<file path="src/rtl/regfile_write_arbiter.sv">
// Two-requester register-file write arbiter with lock bursts; ready is combinational, writes land 1 cycle after grant.
// Backpressure: a loser's ready stays low and its inputs are ignored until granted; writes to register 0 are dropped and counted.
module regfile_write_arbiter #(
  parameter int DATA_W    = 24,
  parameter int ADDR_W    = 2,
  parameter int MAX_BURST = 4
) (
  input  logic              clock,
  input  logic              reset_n,
  input  logic              a_valid,
  input  logic              a_lock,
  input  logic [ADDR_W-1:0] a_reg,
  input  logic [DATA_W-1:0] a_data,
  output logic              a_ready,
  input  logic              b_valid,
  input  logic              b_lock,
  input  logic [ADDR_W-1:0] b_reg,
  input  logic [DATA_W-1:0] b_data,
  output logic              b_ready,
  output logic              rf_reg_write,
  output logic [ADDR_W-1:0] rf_write_reg,
  output logic [DATA_W-1:0] rf_write_data,
  input  logic [ADDR_W-1:0] read_reg_1,
  input  logic [ADDR_W-1:0] read_reg_2,
  output logic              read_hazard,
  output logic [7:0]        drop_count
);

  typedef enum logic [1:0] {IDLE, OWN_A, OWN_B} state_t;

  localparam logic [3:0] BURST_MAX = 4'(MAX_BURST);

  state_t            state;
  logic              last_grant;  // 1 = B was granted last
  logic [3:0]        burst_cnt;
  logic              xfer_a, xfer_b, xfer;
  logic              sel_lock;
  logic [ADDR_W-1:0] sel_reg;
  logic [DATA_W-1:0] sel_data;
  logic [3:0]        cnt_inc;
  logic              hz_a, hz_b;

  always_comb begin
    a_ready = 1'b0;
    b_ready = 1'b0;
    if (reset_n) begin
      case (state)
        IDLE: begin
          if (a_valid && b_valid) begin
            a_ready = last_grant;
            b_ready = !last_grant;
          end else begin
            a_ready = a_valid;
            b_ready = b_valid;
          end
        end
        OWN_A:   a_ready = a_valid;
        OWN_B:   b_ready = b_valid;
        default: ;
      endcase
    end
  end

  assign xfer_a   = a_valid & a_ready;
  assign xfer_b   = b_valid & b_ready;
  assign xfer     = xfer_a | xfer_b;
  assign sel_lock = xfer_b ? b_lock : a_lock;
  assign sel_reg  = xfer_b ? b_reg  : a_reg;
  assign sel_data = xfer_b ? b_data : a_data;
  assign cnt_inc  = burst_cnt + 4'd1;

  // Only a waiting (not granted) write to a real register can stall a reader.
  assign hz_a = a_valid && !a_ready && (a_reg != '0) && ((a_reg == read_reg_1) || (a_reg == read_reg_2));
  assign hz_b = b_valid && !b_ready && (b_reg != '0) && ((b_reg == read_reg_1) || (b_reg == read_reg_2));
  assign read_hazard = hz_a | hz_b;

  always_ff @(posedge clock or negedge reset_n) begin
    if (!reset_n) begin
      state      <= IDLE;
      last_grant <= 1'b1;
      burst_cnt  <= 4'd0;
    end else begin
      if (xfer) last_grant <= xfer_b;
      case (state)
        IDLE: begin
          if (xfer && sel_lock && (MAX_BURST > 1)) begin
            state     <= xfer_b ? OWN_B : OWN_A;
            burst_cnt <= 4'd1;
          end else begin
            burst_cnt <= 4'd0;
          end
        end
        OWN_A, OWN_B: begin
          if (!xfer || !sel_lock || (cnt_inc == BURST_MAX)) begin
            state     <= IDLE;
            burst_cnt <= 4'd0;
          end else begin
            burst_cnt <= cnt_inc;
          end
        end
        default: begin
          state     <= IDLE;
          burst_cnt <= 4'd0;
        end
      endcase
    end
  end

  always_ff @(posedge clock or negedge reset_n) begin
    if (!reset_n) begin
      rf_reg_write  <= 1'b0;
      rf_write_reg  <= '0;
      rf_write_data <= '0;
      drop_count    <= 8'd0;
    end else begin
      rf_reg_write <= xfer && (sel_reg != '0);
      if (xfer) begin
        rf_write_reg  <= sel_reg;
        rf_write_data <= sel_data;
        if ((sel_reg == '0) && (drop_count != 8'hFF)) drop_count <= drop_count + 8'd1;
      end
    end
  end

endmodule
</file>
<file path="config.mk">
export PLATFORM = sky130hd
export DESIGN_NAME = regfile_write_arbiter
export DESIGN_NICKNAME = d
export VERILOG_FILES = /design/src/rtl/regfile_write_arbiter.sv
export SDC_FILE = /design/constraint.sdc
export NUM_CORES = 1
export LEC_CHECK = 0
export CELL_PAD_IN_SITES_DETAIL_PLACEMENT = 1
export CELL_PAD_IN_SITES_GLOBAL_PLACEMENT = 2
export CORE_ASPECT_RATIO = 1.1
export CORE_MARGIN = 1.5
export CORE_UTILIZATION = 22
export CTS_CLUSTER_DIAMETER = 100
export DETAILED_ROUTE_END_ITERATION = 10
export GPL_TIMING_DRIVEN = 0
export PLACE_DENSITY = 0.82
export SLEW_MARGIN = 20
export SYNTH_ARGS = -nofsm -noshare
export SYNTH_HDL_FRONTEND = slang
export SYNTH_SLANG_ARGS = --single-unit
export TNS_END_PERCENT = 100
</file>
<file path="constraint.sdc">
create_clock -name clock -period 2.2 [get_ports clock]
set_input_delay 0.66 -clock clock [delete_from_list [all_inputs] [get_ports clock]]
set_output_delay 0.66 -clock clock [all_outputs]
set_load 0.01 [all_outputs]
</file>
* Word level (Yosys, flattened, before mapping)
Cells that the tools add are included.
Operators by class: reduce and logical (&&, ||, !) cells 27, bitwise logic cells 4, $add $sub $neg 2, equal/unequal tests 10, multiplexer cells 16, shifts and indexed selects 0, divide/modulo/power cells 0, $lt $le $gt $ge 0, multipliers 0
Operators by type and width (number):
- 2-to-1 mux 24 bit | 1
- logical AND 1 bit | 10
- adder 8 x 1 -> 8 bit (second input constant) | 1
- equality test 2 bit | 4
- 2-to-1 mux 2 bit | 4
- != test 8 bit (second input constant) | 1
- one-hot mux 4 bit (2 select lines) | 1
- 2-to-1 mux 1 bit | 6
- nonzero test 2 bit | 3
- zero test 1 bit | 5
- adder 4 x 1 -> 4 bit (second input constant) | 1
- equality test 4 x 3 -> 1 bit (second input constant) | 1
- zero test 2 bit | 2
- logical OR 1 bit | 4
- 2-to-1 mux 4 bit | 1
- != test 2 bit (second input constant) | 2
- one-hot mux 1 bit (2 select lines) | 2
- one-hot mux 2 bit (2 select lines) | 1
- AND reduction 2 bit | 2
- bitwise AND 1 bit | 2
- equality test 2 x 1 -> 1 bit (second input constant) | 1
- equality test 2 bit (second input constant) | 1
- OR 1 bit | 2
- OR reduction 2 bit | 1
Storage, ports and cells: memory bits (read-only) 0, logic and storage cells 66, memories kept 0, register bits 42, RAM bits 0, bits in latches 0

* Logic depth before layout (Yosys ltp)
Gate-level depths: netlist of the first run.
depth after elaboration 11, depth in mapped cells 9

* Worst setup path before layout of the first run
Ideal clock, no wire load.
kind reg-to-output, from register state[0], to output port read_hazard, buffers on the path 2, data arrival time 1.628 ns, stages on the path, launching flop included 10, path slack -0.088 ns, required time 1.540 ns, path through dfrtp_1 > inv_1 > ha_1 > a31oi_2 > nor2_4 > buf_6 > buf_6 > nor2_1 > nand3_1 > nand2_1
Between the ends: word-level cells in the longest chain between the ends 8, elaborated cells on any way between the ends 16, those cells by class 2 x eq/ne; 4 x mux; 1 x bitwise; 9 x reduce/logical
RTL lines:
- start: declaration | RTL line 33 | state_t state;
- start signal: assignment | RTL line 87 | state <= xfer_b ? OWN_B : OWN_A;
- equality test 2 x 1 -> 1 bit or zero test 2 bit (tied branches) | RTL line 47 | case (state)
- one-hot mux 1 bit (2 select lines) (*) | RTL line 47
- 2-to-1 mux 1 bit (*) | RTL line 46 | if (reset_n) begin
- named net a_ready | RTL line 14 | output logic a_ready,
- zero test 1 bit (*) | RTL line 73 | assign hz_a = a_valid && !a_ready && (a_reg != '0) && ((a_reg == read_reg_1) || (a_reg == read_reg_2));
- logical AND 1 bit (*) (3 in a row) | RTL line 73
- OR 1 bit (*) | RTL line 75 | assign read_hazard = hz_a | hz_b;
- end: declaration | RTL line 25 | output logic read_hazard,
The timed path passes the listed nets; every way through them passes the cells marked *.

* Final worst setup path of the first run
from input port a_reg[0], to output port read_hazard
Between the ends: word-level cells in the longest chain between the ends 4, elaborated cells on any way between the ends 7, those cells by class 2 x eq/ne; 1 x bitwise; 4 x reduce/logical
RTL lines:
- start: declaration | RTL line 12 | input logic [ADDR_W-1:0] a_reg,
- equality test 2 bit or nonzero test 2 bit (tied branches) | RTL line 73
- logical OR 1 bit or logical AND 1 bit (tied branches) | RTL line 73
- logical AND 1 bit (*) | RTL line 73
- OR 1 bit (*) | RTL line 75
Mark *: on every way between the ends. The rest lies on a longest branch, timed or not.

==> impl_metrics.json, run 1 <==
{
  "rows": 38,
  "antenna_found_initial": 0,
  "pwr-share-clk_pct": 15.8,
  "syn_nets": 294,
  "setup_viol": 3,
  "drive_gt1_share_pct": 19.83,
  "ant_nets": 0,
  "fin_setup_tns_ns": -0.4993,
  "synth_cell_types": 45,
  "num_antenna_cells": 0,
  "coreArea_um2": 9985,
  "critPathMaxFanout": 5,
  "drc_errors": 0,
  "largest_reg_flops": 24,
  "setup.worst_path.end_class": "primary output",
  "cts_root_buf": "clkbuf_8",
  "regToRegSetupSlack_ns": 0.05,
  "htreeDepth": 2,
  "worstSkewPairLatency_ns": 0.30,
  "yosysWarnings": 0,
  "fin_crit_ns": 2.414,
  "viasPerCell": 4.514,
  "regArea_um2": 1052,
  "areaGrowthSynthToFinish_pct": 68.60,
  "cts_tree": "done",
  "hpwl_mm": 5.184,
  "outcome": "finished, violations left",
  "ctsHoldBuffers": 0,
  "critPathLaunchType": "primary input",
  "first_pass_iters": 4,
  "syn_area_um2": 2283,
  "top_regs": "rf_write_data: 24 flops, drop_count: 8 flops, burst_cnt: 4 flops",
  "max_slew.worst_pin.slew_ns": 0.4286,
  "worst_clock_skew_ns": 0.007497,
  "stdcell_area_um2": 3850,
  "die_x_um": 100.1,
  "hold_path_class": "primary input to asynchronous set/reset pin",
  "grt_pass1_vias": 2299,
  "placed_area_um2": 3443,
  "internal_power_mw": 2.612,
  "die_y_um": 109.9,
  "grt_max_degree": 47,
  "drtIter0Drc": 59,
  "grt_setup_unrepaired": "yes",
  "syn-instance-count": 224,
  "ios": 100,
  "synthFlopType": "dfrtp_1",
  "dp_slack_ns": -1.305,
  "avgSynthCellArea_um2": 10.19,
  "cts_buffers": 5,
  "swShare_pct": 34.41,
  "cpMaxStageDelayCell": "clkdlybuf4s50_1",
  "routed_wl_mm": 7.292,
  "fill_cells": 1134,
  "via_count": 2135,
  "dieArea_um2": 11000,
  "top_register": "rf_write_data",
  "maxCapViolations": 0,
  "failed_checks": "negative setup slack",
  "hold_violations": 0,
  "p_leak_nw": 1.573,
  "final_nets": 422,
  "cpPeakStageDelay_ns": 0.57,
  "cp-startpoint": "a_reg[0]",
  "start_util_pct": 22.87,
  "fmax_mhz": 414.2,
  "yosys_register_bits": 42,
  "synth-edff-count": 0,
  "io_buffers": 99,
  "cp.arrival_ns": 1.75,
  "clk_pin_slew_ns": 0.09,
  "max-vdd-ir-drop_mv": 0.4079,
  "cts.sinks": 42,
  "grt_usage_pct": 13.29,
  "powerDensity_nw_per_um2": 1034,
  "p_seq_share_pct": 31.7,
  "final.period_utilization_pct": 109.7,
  "regToRegStartpoint": "state[0]",
  "grt_pass1_wl_mm": 11.46,
  "pwr-share-comb_pct": 52.5,
  "slew_violations": 0,
  "reg2reg_depth": 9,
  "clock_path_buffers": 2,
  "synthArstFlopShare_pct": 100.0,
  "timing.final.ws_setup_ns": -0.2145,
  "utilization_pct": 38.56,
  "multiInputGateArea_um2": 1264,
  "timing.rr.end": "drop_count[1]",
  "ys_seq_area_share_pct": 46.08,
  "p_sw_mw": 1.370,
  "holdWs_ns": 0.2130,
  "crit_chain": "clkdlybuf4s50_1 > nor2_1 > a31oi_1 > nand3_2 > nand2_2 > buf_6",
  "gp_congestion": 0.7359,
  "max_slew_margin_pct": 71.42,
  "critPathKind": "primary input to primary output",
  "grt-ovfl-total": 0,
  "drt-wirelength-per-cell_um": 15.42,
  "cp_data_required_time_ns": 1.54
}
[per-layer routing]
| layer | up-vias | wire length, um | global-route usage [%] | part of all wire (%) |
|---|---|---|---|---|
| met1 | 1036 | 3275 | 16.67 | 45 |
| met4 | 0 | 50 | 3.119 | 0.69 |
| li1 | 1031 | - | - | - |
| met5 | - | 0 | 0 | 0 |
| met3 | 5 | 338 | 2.797 | 4.6 |
| met2 | 63 | 3627 | 23.37 | 50 |
[cell usage in the layout, fill, tap and decap left out, types with 2 or more instances in the layout]
cell / netlist / layout
ha_4: 0 / 3
a21oi_1: 3 / 2
inv_1: 6 / 2
xor2_1: 4 / 4
a31o_4: 1 / 2
buf_12: 0 / 2
nand2b_1: 3 / 3
inv_2: 1 / 4
o21ai_0: 29 / 28
clkbuf_1: 4 / 2
nor3_1: 3 / 3
a31oi_1: 2 / 2
mux2i_1: 28 / 27
buf_4: 1 / 22
and3b_1: 2 / 2
ha_1: 8 / 5
buf_6: 3 / 6
nand3_1: 7 / 6
clkdlybuf4s50_1: 0 / 88
clkbuf_8: 0 / 5
dfrtp_1: 41 / 41
and2_1: 2 / 2
nand2_1: 39 / 38
nor2_4: 1 / 3
dlygate4sd2_1: 0 / 6
mux2i_4: 0 / 2
nor2_1: 9 / 8
clkbuf_2: 0 / 3
xnor2_1: 4 / 4
[per-stage QoR]
stage	std cells	power [mW]
finish	473	3.982
global route	473	4.287
CTS	464	3.914
detailed placement	443	3.054
global placement	443	3.009
floorplan	224	2.130
[worst max-delay path by stage]
| stage | end | cells after the start |
|---|---|---|
| after global placement | read_hazard | 9 |
| after detailed placement | read_hazard | 10 |
| after floorplan | read_hazard | 8 |
| after global routing | read_hazard | 9 |
| after CTS | b_ready | 9 |
| final | read_hazard | 6 |
[worst max-delay path, delay by kind of cell]
kind / cells / cell delay [ns]
compound gates: 1 / 0.17
simple gates: 3 / 0.25
buf+inv: 2 / 0.67
[what timing repair did]
item / in CTS / in global routing
setup buffers: 14 / 11
resized for setup: 45 / 17
setup endpoints to repair: 36 / 23
pin swaps: 8 / 7
[cell type report]
type | instances | share of cell area [%]
Timing Repair Buffer | 123 | 30.74
Clock buffer | 6 | 1.885
Buffer | 7 | 1.592
Inverter | 7 | 0.7475
Sequential cell | 42 | 27.33
Tap cell | 120 | 3.900
Multi-Input combinational cell | 166 | 32.82
Clock inverter | 2 | 0.9750
[cell families after synthesis]
| family | share of synthesized area (%) |
|---|---|
| AO/OA/AOI/OAI | 12.38 |
| XOR/XNOR | 3.068 |
| adder cells (fa/ha/maj) | 4.384 |
| buffers and inverters | 3.835 |
| flip-flops | 46.08 |
| multiplexers | 14.03 |
| AND/OR/NAND/NOR | 16.22 |
[cells in the mapped netlist (2+ instances only)]
master	n	area share [%]
a21oi_1	3	0.66
and2_1	2	0.55
buf_6	3	1.5
inv_1	6	0.99
ha_1	8	4.4
nor3_1	3	0.66
clkbuf_1	4	0.66
xnor2_1	4	1.5
and3b_1	2	0.77
nand2b_1	3	0.82
mux2i_1	28	12
nand3_1	7	1.5
nor2_1	9	1.5
xor2_1	4	1.5
nand2_1	39	6.4
dfrtp_1	41	45
o21ai_0	29	6.4
a31oi_1	2	0.55
[power groups by stage]
stage	sequential, mW	combinational (mW)	clock [mW]
floorplan	1.39	0.741	0
global route	1.31	2.30	0.682
finish	1.26	2.09	0.629
global placement	1.27	1.74	0
detailed placement	1.28	1.78	0
CTS	1.27	1.99	0.654
Power figures use the tool's default switching activity.
==> run 2: changes to the inputs <==
--- a/config.mk
+++ b/config.mk
@@ -5,6 +5,7 @@
 export SDC_FILE = /design/constraint.sdc
 export NUM_CORES = 1
 export LEC_CHECK = 0
+export CAP_MARGIN = 20
 export CELL_PAD_IN_SITES_DETAIL_PLACEMENT = 1
 export CELL_PAD_IN_SITES_GLOBAL_PLACEMENT = 2
 export CORE_ASPECT_RATIO = 1.1
==> results of run 2 <==
Final layout, timing and power as in run 1 (identical DEF).
==> run 3: changes to the inputs <==
--- a/config.mk
+++ b/config.mk
@@ -19,4 +19,3 @@
 export SYNTH_ARGS = -nofsm -noshare
 export SYNTH_HDL_FRONTEND = slang
 export SYNTH_SLANG_ARGS = --single-unit
-export TNS_END_PERCENT = 100
==> results of run 3 <==
Final layout, timing and power as in run 1 (identical DEF).
